[src/rtl/lcd_clock_ctrl.sv]
// Real-time clock (24-hour BCD) with an HD44780 4-bit LCD writer.
// Time can be loaded through a validated port; each LCD frame shows a
// snapshot taken at its first nibble so the display never tears.
module lcd_clock_ctrl #(
  parameter int unsigned CLK_HZ     = 12000000,
  parameter int unsigned EN_CYCLES  = 800,
  parameter int unsigned INIT_WAIT  = 600000,
  parameter int unsigned CLEAR_WAIT = 24000
) (
  input  logic       clk,
  input  logic       rst_n,
  input  logic       mode24,
  input  logic       load_valid,
  input  logic [7:0] load_hh,
  input  logic [7:0] load_mm,
  input  logic [7:0] load_ss,
  output logic       load_err,
  output logic       rs,
  output logic       en,
  output logic [3:0] data,
  output logic       pm_led
);

  localparam int unsigned PW      = (CLK_HZ > 1) ? $clog2(CLK_HZ) : 1;
  localparam int unsigned MaxWait = (INIT_WAIT > CLEAR_WAIT) ?
                                    ((INIT_WAIT > EN_CYCLES) ? INIT_WAIT : EN_CYCLES) :
                                    ((CLEAR_WAIT > EN_CYCLES) ? CLEAR_WAIT : EN_CYCLES);
  localparam int unsigned CW      = $clog2(MaxWait + 1);

  typedef enum logic [1:0] {StWaitPwr, StInit, StWaitClr, StFrame} state_e;

  // BCD +1 for a two-digit value; callers handle the wrap limit.
  function automatic logic [7:0] bcd_inc(input logic [7:0] v);
    if (v[3:0] == 4'd9) bcd_inc = {v[7:4] + 4'd1, 4'd0};
    else                bcd_inc = {v[7:4], v[3:0] + 4'd1};
  endfunction

  function automatic logic [3:0] init_nib(input logic [4:0] i);
    case (i)
      5'd0, 5'd1, 5'd2: init_nib = 4'h3;
      5'd3, 5'd4:       init_nib = 4'h2;
      5'd5:             init_nib = 4'h8;
      5'd7:             init_nib = 4'hC;
      5'd9:             init_nib = 4'h6;
      5'd11:            init_nib = 4'h1;
      default:          init_nib = 4'h0;
    endcase
  endfunction

  function automatic logic [7:0] frame_char(input logic [3:0] ci, input logic [7:0] h,
                                            input logic [7:0] m, input logic [7:0] s,
                                            input logic [15:0] sfx);
    case (ci)
      4'd0:    frame_char = {4'h3, h[7:4]};
      4'd1:    frame_char = {4'h3, h[3:0]};
      4'd3:    frame_char = {4'h3, m[7:4]};
      4'd4:    frame_char = {4'h3, m[3:0]};
      4'd6:    frame_char = {4'h3, s[7:4]};
      4'd7:    frame_char = {4'h3, s[3:0]};
      4'd2,
      4'd5:    frame_char = 8'h3A;
      4'd9:    frame_char = sfx[15:8];
      4'd10:   frame_char = sfx[7:0];
      default: frame_char = 8'h20;
    endcase
  endfunction

  // ---------------------------------------------------------------------------
  // Timekeeping
  // ---------------------------------------------------------------------------
  logic [PW-1:0] presc_q, presc_d;
  logic [7:0]    hh_q, hh_d, mm_q, mm_d, ss_q, ss_d;
  logic          load_err_q, load_err_d;
  logic          pm_q, pm_d;
  logic          tick, load_ok;

  assign tick    = (presc_q == PW'(CLK_HZ - 1));
  assign load_ok = (load_hh <= 8'h23) && (load_hh[3:0] <= 4'd9) &&
                   (load_mm[7:4] <= 4'd5) && (load_mm[3:0] <= 4'd9) &&
                   (load_ss[7:4] <= 4'd5) && (load_ss[3:0] <= 4'd9);

  // Next time: a valid load overrides (and discards) any tick; carries ripple.
  always_comb begin
    hh_d       = hh_q;
    mm_d       = mm_q;
    ss_d       = ss_q;
    presc_d    = tick ? '0 : presc_q + 1'b1;
    load_err_d = 1'b0;
    pm_d       = !mode24 && (hh_q >= 8'h12);
    if (load_valid && load_ok) begin
      hh_d    = load_hh;
      mm_d    = load_mm;
      ss_d    = load_ss;
      presc_d = '0;
    end else begin
      load_err_d = load_valid;
      if (tick) begin
        if (ss_q == 8'h59) begin
          ss_d = 8'h00;
          if (mm_q == 8'h59) begin
            mm_d = 8'h00;
            hh_d = (hh_q == 8'h23) ? 8'h00 : bcd_inc(hh_q);
          end else begin
            mm_d = bcd_inc(mm_q);
          end
        end else begin
          ss_d = bcd_inc(ss_q);
        end
      end
    end
  end

  // Time, prescaler and status registers.
  always_ff @(posedge clk or negedge rst_n) begin
    if (!rst_n) begin
      presc_q    <= '0;
      hh_q       <= 8'h00;
      mm_q       <= 8'h00;
      ss_q       <= 8'h00;
      load_err_q <= 1'b0;
      pm_q       <= 1'b0;
    end else begin
      presc_q    <= presc_d;
      hh_q       <= hh_d;
      mm_q       <= mm_d;
      ss_q       <= ss_d;
      load_err_q <= load_err_d;
      pm_q       <= pm_d;
    end
  end

  // ---------------------------------------------------------------------------
  // Frame snapshot and display formatting
  // ---------------------------------------------------------------------------
  logic [7:0]  snap_hh_q, snap_mm_q, snap_ss_q;
  logic        snap_m24_q;
  logic        snap_load;
  logic [4:0]  hbin, h12;
  logic [7:0]  hdisp;
  logic [15:0] sfx;

  // Displayed hour and suffix derived from the snapshot only.
  always_comb begin
    hbin  = 5'(snap_hh_q[7:4]) * 5'd10 + 5'(snap_hh_q[3:0]);
    h12   = hbin;
    hdisp = snap_hh_q;
    sfx   = 16'h2020;
    if (!snap_m24_q) begin
      if (hbin == 5'd0)       h12 = 5'd12;
      else if (hbin > 5'd12)  h12 = hbin - 5'd12;
      hdisp = (h12 >= 5'd10) ? {4'd1, 4'(h12 - 5'd10)} : {4'd0, 4'(h12)};
      sfx   = (hbin >= 5'd12) ? 16'h504D : 16'h414D;
    end
  end

  // Snapshot latched together with the first nibble of each frame.
  always_ff @(posedge clk or negedge rst_n) begin
    if (!rst_n) begin
      snap_hh_q  <= 8'h00;
      snap_mm_q  <= 8'h00;
      snap_ss_q  <= 8'h00;
      snap_m24_q <= 1'b0;
    end else if (snap_load) begin
      snap_hh_q  <= hh_q;
      snap_mm_q  <= mm_q;
      snap_ss_q  <= ss_q;
      snap_m24_q <= mode24;
    end
  end

  // ---------------------------------------------------------------------------
  // LCD nibble sequencer
  // ---------------------------------------------------------------------------
  state_e        state_q, state_d, ns;
  logic [CW-1:0] cnt_q, cnt_d;
  logic [4:0]    idx_q, idx_d, ni;
  logic          hi_q, hi_d;
  logic          rs_q, rs_d, en_q, en_d;
  logic [3:0]    data_q, data_d;
  logic          start;
  logic [7:0]    ch;

  // Next-state: waits, then en-high / en-low phases per nibble.
  always_comb begin
    state_d   = state_q;
    cnt_d     = cnt_q;
    idx_d     = idx_q;
    hi_d      = hi_q;
    rs_d      = rs_q;
    en_d      = en_q;
    data_d    = data_q;
    start     = 1'b0;
    ns        = state_q;
    ni        = idx_q;
    snap_load = 1'b0;
    ch        = 8'h20;
    unique case (state_q)
      StWaitPwr: begin
        if (cnt_q == CW'(INIT_WAIT - 1)) begin
          start = 1'b1;
          ns    = StInit;
          ni    = 5'd0;
        end else begin
          cnt_d = cnt_q + 1'b1;
        end
      end
      StWaitClr: begin
        if (cnt_q == CW'(CLEAR_WAIT - 1)) begin
          start = 1'b1;
          ns    = StFrame;
          ni    = 5'd0;
        end else begin
          cnt_d = cnt_q + 1'b1;
        end
      end
      StInit, StFrame: begin
        if (cnt_q != CW'(EN_CYCLES - 1)) begin
          cnt_d = cnt_q + 1'b1;
        end else if (hi_q) begin
          hi_d  = 1'b0;
          en_d  = 1'b0;
          cnt_d = '0;
        end else if (state_q == StInit && idx_q == 5'd11) begin
          state_d = StWaitClr;
          cnt_d   = '0;
          rs_d    = 1'b0;
          data_d  = 4'h0;
        end else begin
          start = 1'b1;
          ns    = state_q;
          ni    = (state_q == StFrame && idx_q == 5'd23) ? 5'd0 : idx_q + 5'd1;
        end
      end
      default: state_d = StWaitPwr;
    endcase

    if (start) begin
      state_d = ns;
      idx_d   = ni;
      cnt_d   = '0;
      hi_d    = 1'b1;
      en_d    = 1'b1;
      if (ns == StInit) begin
        rs_d   = 1'b0;
        data_d = init_nib(ni);
      end else if (ni < 5'd2) begin
        // DDRAM address 0x00 command; snapshot taken with its first nibble.
        rs_d      = 1'b0;
        data_d    = (ni == 5'd0) ? 4'h8 : 4'h0;
        snap_load = (ni == 5'd0);
      end else begin
        rs_d   = 1'b1;
        ch     = frame_char(4'((ni - 5'd2) >> 1), hdisp, snap_mm_q, snap_ss_q, sfx);
        data_d = ni[0] ? ch[3:0] : ch[7:4];
      end
    end
  end

  // Sequencer state and registered LCD pins.
  always_ff @(posedge clk or negedge rst_n) begin
    if (!rst_n) begin
      state_q <= StWaitPwr;
      cnt_q   <= '0;
      idx_q   <= 5'd0;
      hi_q    <= 1'b0;
      rs_q    <= 1'b0;
      en_q    <= 1'b0;
      data_q  <= 4'h0;
    end else begin
      state_q <= state_d;
      cnt_q   <= cnt_d;
      idx_q   <= idx_d;
      hi_q    <= hi_d;
      rs_q    <= rs_d;
      en_q    <= en_d;
      data_q  <= data_d;
    end
  end

  assign rs       = rs_q;
  assign en       = en_q;
  assign data     = data_q;
  assign pm_led   = pm_q;
  assign load_err = load_err_q;

endmodule

[config.mk]
export PLATFORM = sky130hd
export DESIGN_NAME = lcd_clock_ctrl
export DESIGN_NICKNAME = d
export VERILOG_FILES = /design/src/rtl/lcd_clock_ctrl.sv
export SDC_FILE = /design/constraint.sdc
export NUM_CORES = 1
export LEC_CHECK = 0
export ABC_AREA = 1
export BUFFER_PORTS_ARGS = -buffer_cell sky130_fd_sc_hd__buf_2
export CAP_MARGIN = 20
export CORE_MARGIN = 1.5
export CORE_UTILIZATION = 24
export CTS_BUF_LIST = sky130_fd_sc_hd__clkbuf_8
export DETAILED_ROUTE_END_ITERATION = 10
export SYNTH_ARGS = -nofsm -noshare
export SYNTH_HDL_FRONTEND = slang
export SYNTH_SLANG_ARGS = --single-unit
[constraint.sdc]
create_clock -name clk -period 2.8 [get_ports clk]
set_input_delay 0.14 -clock clk [delete_from_list [all_inputs] [get_ports clk]]
set_output_delay 0.14 -clock clk [all_outputs]
set_load 0.05 [all_outputs]
[Word-level counts from Yosys, hierarchy flattened]
Memory sizes are Yosys's and may differ from the RTL's.
Cells that the tools add are included.
Word-level totals
  memory bits (writable): 0
  output and inout port bits: 8
  memory bits (read-only): 64
  bits of input ports: 28
  bits in registers: 109
  bits in latches: 0
  memories kept: 1
  logic and storage cells: 191
Memories
  (no name shown): depth 16, bits a word 4, rd ports 1, clocked after memory_dff 0, wr ports 0, RTL line 39  | case (i)
Cells by class
  $mul: 1
  bitwise gates (word level): 0
  shifts and indexed selects: 0
  reductions and logical operators: 34
  muxes and demuxes: 81
  $add $sub $neg: 13
  div/mod/pow operators: 0
  equal/unequal tests: 30
  order comparisons: 11
Operators with widths (count)
  2-to-1 mux 8 bit: 16
  2-to-1 mux 20 bit: 6
  one-hot mux 8 bit (9 select lines): 1
  one-hot mux 20 bit (3 select lines): 1
  2-to-1 mux 5 bit: 10
  2-to-1 mux 24 bit: 2
  2-to-1 mux 4 bit: 10
  adder 24 x 1 -> 24 bit, second input constant: 1
  adder 4 x 1 -> 4 bit, second input constant: 6
  equality test 24 bit, second input constant: 1
  2-to-1 mux 1 bit: 23
  adder 20 x 1 -> 20 bit, second input constant: 1
  equality test 20 x 15 -> 1 bit, second input constant: 1
  equality test 20 bit, second input constant: 1
  equality test 4 bit, second input constant: 5
  != test 20 x 10 -> 1 bit, second input constant: 1
  equality test 4 x 3 -> 1 bit, second input constant: 4
  equality test 8 x 7 -> 1 bit, second input constant: 2
  2-to-1 mux 15 bit: 1
  one-hot mux 5 bit (3 select lines): 1
  2-to-1 mux 2 bit: 7
  2-to-1 mux 13 bit: 1
  less-or-equal comparator 4 bit, second input constant: 3
  AND reduction 3 bit: 4
  other kinds (35): 61

[Depth between registers and ports, before layout]
Gate-level depths: netlist of run 1.
  depth after elaboration: 15
  mapped depth: 23
  mapped depth without buffers: 23

[Least setup slack after synthesis of run 1]
OpenSTA, ideal clock, no wires.
  path type: register to register
  start: register snap_hh_q[1]
  end: register data_q[1], in the netlist data[1]
  data arrival time: 2.636 ns
  path slack: 0.046 ns
  stages on the path, launching flop included: 22
  data required time: 2.682 ns
  period minus slack after synthesis: 2.754 ns
  library setup time: 0.118 ns
  path buffers: 0
  path through: dfrtp_1 ha_1 fa_1 xnor2_1 inv_1 ha_1 inv_1 nor2_1 o211ai_1 nand3_1 nand2_1 nand2_1 nand2_1 nand3_1 nand2_1 nand2_1 nor2_1 nand2_1 nand2_1 nand2_1 nand2_1 nand2_1
Between the ends
  word-level cells in the longest chain between the ends: 13
  elaborated cells on any way between the ends: 16
  those cells by class: 3 x add/sub; 2 x order compare; 10 x mux; 1 x reduce/logical
RTL lines
  start: declaration: RTL line 135  | logic [7:0] snap_hh_q, snap_mm_q, snap_ss_q;
  start signal: assignment: RTL line 164  | snap_hh_q <= hh_q;
  adder 5 x 4 -> 5 bit: RTL line 144  | hbin = 5'(snap_hh_q[7:4]) * 5'd10 + 5'(snap_hh_q[3:0]);
  subtractor 5 x 4 -> 5 bit or > comparator 5 x 4 -> 1 bit (tied branches): RTL line 150  | else if (hbin > 5'd12) h12 = hbin - 5'd12;
  2-to-1 mux 5 bit: RTL line 150
  2-to-1 mux 5 bit: RTL line 149  | if (hbin == 5'd0) h12 = 5'd12;
  2-to-1 mux 5 bit: RTL line 148  | if (!snap_m24_q) begin
  subtractor 4 bit or greater-or-equal comparator 5 x 4 -> 1 bit (tied branches): RTL line 151  | hdisp = (h12 >= 5'd10) ? {4'd1, 4'(h12 - 5'd10)} : {4'd0, 4'(h12)};
  2-to-1 mux 5 bit: RTL line 151
  2-to-1 mux 8 bit *: RTL line 148
  one-hot mux 8 bit (9 select lines) *: RTL line 53  | case (ci)
  2-to-1 mux 4 bit *: RTL line 254  | data_d = ni[0] ? ch[3:0] : ch[7:4];
  2-to-1 mux 4 bit *: RTL line 246  | end else if (ni < 5'd2) begin
  2-to-1 mux 4 bit *: RTL line 243  | if (ns == StInit) begin
  2-to-1 mux 4 bit *: RTL line 237  | if (start) begin
  end signal: assignment: RTL line 276  | data_q <= data_d;
  end: declaration: RTL line 179  | logic [3:0] data_q, data_d;
Mark *: on every way between the ends. The rest lies on a longest branch, timed or not. The select of a mux whose other input is x is not followed.
A chain may end at the register's enable or synchronous reset.

[Worst setup path in the final report of run 1]
  start: register snap_hh_q[4]
  end: register data_q[1], in the netlist data[1]
Between the ends
  word-level cells in the longest chain between the ends: 14
  elaborated cells on any way between the ends: 17
  those cells by class: 3 x add/sub; 1 x mul; 2 x order compare; 10 x mux; 1 x reduce/logical
RTL lines (RTL line)
  multiplier 4 x 3 -> 4 bit *: 144
  adder 5 x 4 -> 5 bit *: 144
  subtractor 5 x 4 -> 5 bit or > comparator 5 x 4 -> 1 bit (tied branches): 150
  2-to-1 mux 5 bit: 150
  2-to-1 mux 5 bit *: 149
  2-to-1 mux 5 bit *: 148
  subtractor 4 bit or greater-or-equal comparator 5 x 4 -> 1 bit (tied branches): 151
  2-to-1 mux 5 bit *: 151
  2-to-1 mux 8 bit *: 148
  one-hot mux 8 bit (9 select lines) *: 53
  2-to-1 mux 4 bit *: 254
  2-to-1 mux 4 bit *: 246
  2-to-1 mux 4 bit *: 243
  2-to-1 mux 4 bit *: 237
Marks and branches as above.

==> impl_results.md, run 1 <==
- WP data required: 3070 ps
- Max IR drop VDD: 310 uV
- Failing checks: setup timing
- Slew headroom: 0.575
- Crit path arrival time: 3080 ps
- Setup-failing EPs final: 1
- Synth-to-Final Area Change: 18.6%
- Leakage: 4.00 nW
- Largest net degree at the start of global routing: 51
- Yosys reg bits: 109
- DIE HEIGHT: 173 um
- Syn Inst Count: 941
- Synth Area per Inst: 7.38 um^2
- Clock skew: 18.1 ps
- Gr usage total: 0.111
- Crit start category: register
- Vias in the first global route: 5789
- Clock Tree Root: clkbuf_8
- Fillcell total: 3083
- Clock Pin Slew Worst Setup and Hold Paths: 100 ps
- Initial antenna violation count: 0
- Asr flop ratio synth: 1.00
- Sink Count: 109
- Crit Path Category: reg -> reg
- Minimum clock period: 2800 ps
- Worst hold-check path type: in -> reg
- # diodes: 0
- DRT Wirelength: 16.4 mm
- PnR worst setup slack: -4.49 ps
- Max Fclk: 357 MHz
- Final Max Slew Viols: 0
- DR vias: 6182
- CTS tree: done
- Global-route wire length before repair: 28.0 mm
- Max Buffers Root-to-Sink: 2
- Synth area leaders: dfrtp_1 39%, nand2_1 12%, inv_1 6.6%, nor2_1 6.5%, nand3_1 4.3%
- TNS Setup: -4.49 ps
- Initial core utilization: 0.243
- # rows: 62
- RSZ-0062 raised after global routing: yes
- Pwr per Cell Area: 363 nW/um^2
- Die width: 173 um
- Gr ovfl total: 0
- Max Cap Viol: 0
- CTS buffer count: 9
- GP Congestion: 0.843
- Post-Syn Area: 6950 um^2
- CTS HTree Levels: 3
- Final Total Pwr: 2.99 mW
- DR DRC count: 0
- Largest area contributor in the netlist: dfrtp_1
- Worst-path fanout max: 4
- Ys Warns: 0
- EDFF count, synth: 0
- R2R Setup Slk: -4 ps
- Port Buf Inserts: 35
- Period Utilization, post-route: 1.00
- Place WS: -71.2 ps
- Status: finished with violations
- Post-synth top flop: dfrtp_1
- Post-synthesis sequential area ratio: 0.393
- Syn_nets: 991
- I/O pin count: 36
- DPL Wire Length: 12.3 mm
- ANT nets after route: 0
- Final Hold Fails: 0
- Tightest Pin Transition: 631 ps
- Avg WL per Cell: 11.7 um
- Netlist cell types: 47
- Core box area: 28600 um^2
- Layout cell share with drive strength beyond 1: 0.184
- Net count, final: 1063
- 1st-pass router iterations: 8
- Starting DRT DRC Count: 380
- Skew-Pair Late Insertion Delay: 390 ps
- Vias/cell: 4.41
- Synth top area share: 0.393
- DIE AREA: 30000 um^2
- Hold slack final: 9.90 ps
- CP endpoint kind: register
==> logic make-up after synthesis <==
kind of cell | synth area share
AO/OA/AOI/OAI | 0.112
XOR/XNOR | 0.0252
adder cells (fa/ha/maj) | 0.0407
buffers and inverters | 0.0933
flip-flops | 0.393
AND/OR/NAND/NOR | 0.336
==> cell type report <==
type	instances	area [um^2]	share of cell area
multi-input cells	675	3730	0.453
clock buffers	11	151	0.0184
well taps	384	480	0.0583
flip-flops and latches	109	2730	0.331
inverters	141	534	0.0648
clock inverters	5	67.6	0.00820
repair buffers	77	546	0.0662
==> registers in the layout, summed over array words and instances (netlist names) <==
register    flops
load_err        1
ss_q            8
state_q         2
hi_q            1
snap_m24_q      1
rs              1
cnt_q          20
en              1
idx_q           5
snap_mm_q       8
data            4
mm_q            8
snap_ss_q       8
snap_hh_q       8
pm_led          1
hh_q            8
presc_q        24
==> cells in the final DEF (no fill, tap or decap), drive strengths merged, types with 2 or more instances in the layout <==
cell / netlist / layout
clkinv: 4 / 6
xnor2: 5 / 5
a31oi: 6 / 6
o22ai: 12 / 12
nand3: 66 / 66
nor4: 8 / 8
clkbuf: 4 / 11
o21ai: 76 / 76
buf: 12 / 72
a21oi: 24 / 24
xor2: 15 / 15
o211ai: 4 / 4
dlygate4sd3: 0 / 5
nor2: 134 / 134
nand2: 233 / 233
nor3: 21 / 21
inv: 137 / 138
ha: 21 / 21
nor3b: 2 / 2
dfrtp: 109 / 109
nand4: 37 / 37
==> what timing repair did <==
| item | CTS | global route |
|---|---|---|
| pin swaps | 2 | 21 |
| setup endpoints to repair | 4 | 38 |
| hold buffers | 5 | 0 |
| buffers inserted | 3 | 12 |
| hold endpoints to repair | 47 | 0 |
| resized for setup | 5 | 48 |
==> metal layers <==
layer  global-route usage  up-vias  part of all wire
li1                     -     3195                 -
met2                0.172      112              0.45
met1                0.156     2854              0.50
met4               0.0319        0             0.015
met3               0.0240       21             0.040
met5                    0        -                 0
==> path summary, 6_finish.rpt <==
kind                       cells past startpoint                     start                     to
max                                           22  snap_hh_q[4]$_DFFE_PN0P_    data[1]$_DFFE_PN0P_
max in group asynchronous                      3                     rst_n    ss_q[0]$_DFFE_PN0P_
max reg2reg                                   22  snap_hh_q[4]$_DFFE_PN0P_    data[1]$_DFFE_PN0P_
min reg2reg                                    1      cnt_q[0]$_DFFE_PN0P_   cnt_q[0]$_DFFE_PN0P_
min                                            3                load_ss[0]    ss_q[0]$_DFFE_PN0P_
min in group asynchronous                      2                     rst_n  cnt_q[16]$_DFFE_PN0P_
==> worst max-delay path: stages (launching register included) <==
cell and delay (ps):
dfrtp_1 410, buf_6 130, ha_4 280, ha_4 210, xnor2_2 160, inv_1 80, ha_2 180, inv_2 80
nor2_4 50, o211ai_1 220, nand3_2 110, nand2_2 120, nand2_2 60, nand2_2 70, nand3_2 50, nand2_1 60
nand2_1 50, nor2_1 100, nand2_1 60, nand2_1 70, nand2_1 50, nand2_1 50, nand2_1 40
==> synthesized netlist by cell type, types with 2 or more instances <==
| cell | n |
|---|---|
| nand4_1 | 34 |
| nor4_1 | 6 |
| o21ai_0 | 51 |
| o21ai_2 | 13 |
| nor2_4 | 4 |
| o22ai_1 | 12 |
| nand2_1 | 222 |
| a31oi_1 | 6 |
| nand3_2 | 6 |
| nor3_2 | 2 |
| buf_2 | 5 |
| inv_1 | 123 |
| buf_6 | 7 |
| o211ai_1 | 4 |
| nor3b_1 | 2 |
| clkbuf_1 | 4 |
| nand4_2 | 2 |
| a21oi_1 | 21 |
| nand2_4 | 3 |
| xnor2_1 | 5 |
| xor2_1 | 15 |
| dfrtp_1 | 109 |
| clkinv_1 | 4 |
| inv_2 | 14 |
| o21ai_1 | 12 |
| nor3_1 | 19 |
| nor4_2 | 2 |
| nand2_2 | 8 |
| a21oi_2 | 3 |
| nor2_1 | 121 |
| nor2_8 | 2 |
| nor2_2 | 7 |
| ha_1 | 21 |
| nand3_1 | 59 |
==> power by group <==
part / switching, mW / internal [mW] / leakage (nW)
Clock: 0.556 / 0.472 / 0.109
Combinational: 0.142 / 0.0884 / 2.56
Sequential: 0.0716 / 1.66 / 1.33
==> metrics by stage <==
step                      utilization  area (um^2)  std cells
after floorplan                     -         6950        941
after global placement          0.268         7680       1366
after detailed placement        0.268         7680       1366
after CTS                       0.280         8010       1390
after global routing            0.288         8240       1402
final                           0.288         8240       1402
(Power assumes the default switching activity.)
==> run 2: changes to the inputs <==
Settings changed: SETUP_SLACK_MARGIN set to 0.5.
==> run 2 against run 1 <==
Effect of this change:
- the run now ends clean
- non-clock buffer count increased by 59
- combinational power increased by 48%
- setup slack improved by 24 ps
- critical path depth decreased by 1
- sequential power about the same
- first-iteration DRC count decreased by 11%
- critical path type unchanged
==> impl_results.md, run 2 (synthesis results as in run 1) <==
- Slew headroom: 0.565
- Synth-to-Final Area Change: 39.9%
- Vias in the first global route: 6254
- Starting DRT DRC Count: 339
- Worst-path fanout max: 4
- CP dominant cell by count: nand2_1
- DR DRC count: 0
- Gr usage total: 0.123
- Crit path arrival time: 3060 ps
- CP endpoint kind: register
- DIE AREA: 30000 um^2
- Period Utilization, post-route: 0.993
- Die width: 173 um
- Levels on crit path: 21
- Minimum clock period: 2780 ps
- Tightest Pin Transition: 646 ps
- # diodes: 0
- Combinational share of power: 0.113
- FF-to-FF path depth: 21
- Pwr per Cell Area: 313 nW/um^2
- Global-route wire length before repair: 30.8 mm
- Leakage: 4.63 nW
- R2R Setup Slk: 20 ps
- Initial antenna violation count: 0
- DIE HEIGHT: 173 um
- CTS tree: done
- Slowest cell on crit path: dfrtp_2
- Vias/cell: 4.56
- Initial core utilization: 0.243
- Final Max Slew Viols: 0
- Worst setup path start: snap_hh_q[4]$_DFFE_PN0P_
- CTS HTree Levels: 3
- RR Endpoint: data[1]$_DFFE_PN0P_
- Worst-path cell chain: ha_4 -> fa_2 -> xnor2_2 -> inv_2 -> ha_4 -> inv_4 -> nor2_4 -> o211ai_1 -> nand3_2 -> nand2_2 -> nand2_1 -> nand2_1 -> nand3_1 -> nand2_1 -> nand2_1 -> nor2_1 -> nand2_1 -> nand2_1 -> nand2_1 -> nand2_1 -> nand2_1
- Max IR drop VDD: 214 uV
- Port Buf Inserts: 35
- DRT Wirelength: 18.9 mm
- DR vias: 6664
- Sw power: 0.899 mW
- RSZ-0062 raised after global routing: yes
- Most flop-heavy register: presc_q
- Most common cell after layout, fill and taps aside: nand2_1
- Max stage delay on crit path: 470 ps
- Skew-Pair Late Insertion Delay: 390 ps
- Layout cell share with drive strength beyond 1: 0.342
- Sw Ratio: 0.296
- Flop pwr share: 0.577
- 1st-pass router iterations: 5
- WP data required: 3080 ps
- FF-to-FF Start: snap_hh_q[4]$_DFFE_PN0P_
- Clock Pin Slew Worst Setup and Hold Paths: 120 ps
- Design area: 9720 um^2
- Largest net degree at the start of global routing: 75
- Max Cap Viol: 0
- DPL Wire Length: 12.2 mm
- Final Total Pwr: 3.04 mW
- Worst Path Buf+Inv: 2
- Setup-failing EPs final: 0
- Crit Path Category: reg -> reg
- Largest register FFs: 24
- I/O pin count: 36
- # rows: 62
- Avg WL per Cell: 12.9 um
- Core box area: 28600 um^2
- Gr ovfl total: 0
- TNS Setup: 0 ps
- Status: complete, no violations
- Crit path to: data[1]$_DFFE_PN0P_
- Commonest cells after routing, fill and taps aside: 174 x nand2_1, 113 x inv_1, 105 x dfrtp_1
- Max Fclk: 360 MHz
- Top delay family on crit path: simple AND/OR/NAND/NOR gates
- Placed cell area: 7660 um^2
- Max Buffers Root-to-Sink: 2
- Worst hold-check path type: in -> reg
- ANT nets after route: 0
- Final Hold Fails: 0
- CTS buffer count: 9
- Largest registers: presc_q: 24 flops, cnt_q: 20 flops
- GP Congestion: 0.860
- Hold slack final: 64.0 ps
- Clock skew: 18.0 ps
- Net count, final: 1124
- Crit start category: register
- Clk pwr share: 0.310
- Sink Count: 109
- Internal power: 2.14 mW
- Clock Tree Root: clkbuf_8
run 2: changes by cell type in the layout (fill, tap and decap cells not counted), moves of 11 or more:
cell	delta
nor2_4	+17
nand2_1	-37
o21ai_0	-18
nand2_4	+25
buf_6	+13
nand2_2	+12
buf_4	+27
nor2_1	-21
o21ai_2	+18
nor3_1	-11
run 2: cell type report:
cell class                 instances  area [um^2]
multi-input combinational        677         4470
clock inverter                     7         61.3
fill                            2982        18900
clock buffer                       9          124
tap                              384          480
sequential                       109         2730
inverter                         141          566
timing repair buffer             136         1280
run 2: routing by layer:
| metal | share of wire | GRT usage |
|---|---|---|
| met1 | 0.47 | 0.169 |
| met5 | 0 | 0 |
| met4 | 0.012 | 0.0304 |
| met2 | 0.49 | 0.201 |
| met3 | 0.030 | 0.0213 |
run 2: how the worst min path moves through the flow:
stage               start                    end  cells past startpoint
2_1_floorplan       rst_n   cnt_q[0]$_DFFE_PN0P_                      0
3_3_place_gp        rst_n  cnt_q[15]$_DFFE_PN0P_                      1
3_5_place_dp        rst_n  cnt_q[15]$_DFFE_PN0P_                      1
4_1_cts        load_ss[2]    ss_q[2]$_DFFE_PN0P_                      3
5_1_grt        load_ss[2]    ss_q[2]$_DFFE_PN0P_                      3
6_report       load_ss[4]    ss_q[4]$_DFFE_PN0P_                      5
run 2: per-stage QoR:
step	utilization	cells	worst slack, ps
floorplan	-	941	216
global placement	0.268	1357	64.1
detailed placement	0.268	1357	-40.5
CTS	0.309	1438	1.11
global route	0.339	1463	-243
finish	0.339	1463	19.1
run 2: timing repair:
action	4_1_cts	5_1_grt
hold buffers	7	0
hold endpoints to repair	41	0
gates cloned	7	2
gates resized for setup	99	189
pin swaps	40	42
setup buffers	51	23
endpoints found under the setup margin	65	81
run 2: power by group through the flow:
stage / logic, mW / clock network [mW] / registers (mW)
after CTS: 0.262 / 0.977 / 1.74
final: 0.342 / 0.942 / 1.75
after detailed placement: 0.217 / 0 / 1.76
after floorplan: 0.130 / 0 / 1.75
after global placement: 0.211 / 0 / 1.76
after global routing: 0.381 / 1.04 / 1.77
run 2: worst reg2reg max path: stages (launching register included):
cell and delay (ps):
dfrtp_2 470, ha_4 180, fa_2 350, xnor2_2 200, inv_2 80, ha_4 170, inv_4 60, nor2_4 40
o211ai_1 250, nand3_2 150, nand2_2 110, nand2_1 60, nand2_1 70, nand3_1 60, nand2_1 60, nand2_1 50
nor2_1 80, nand2_1 50, nand2_1 60, nand2_1 40, nand2_1 50, nand2_1 40
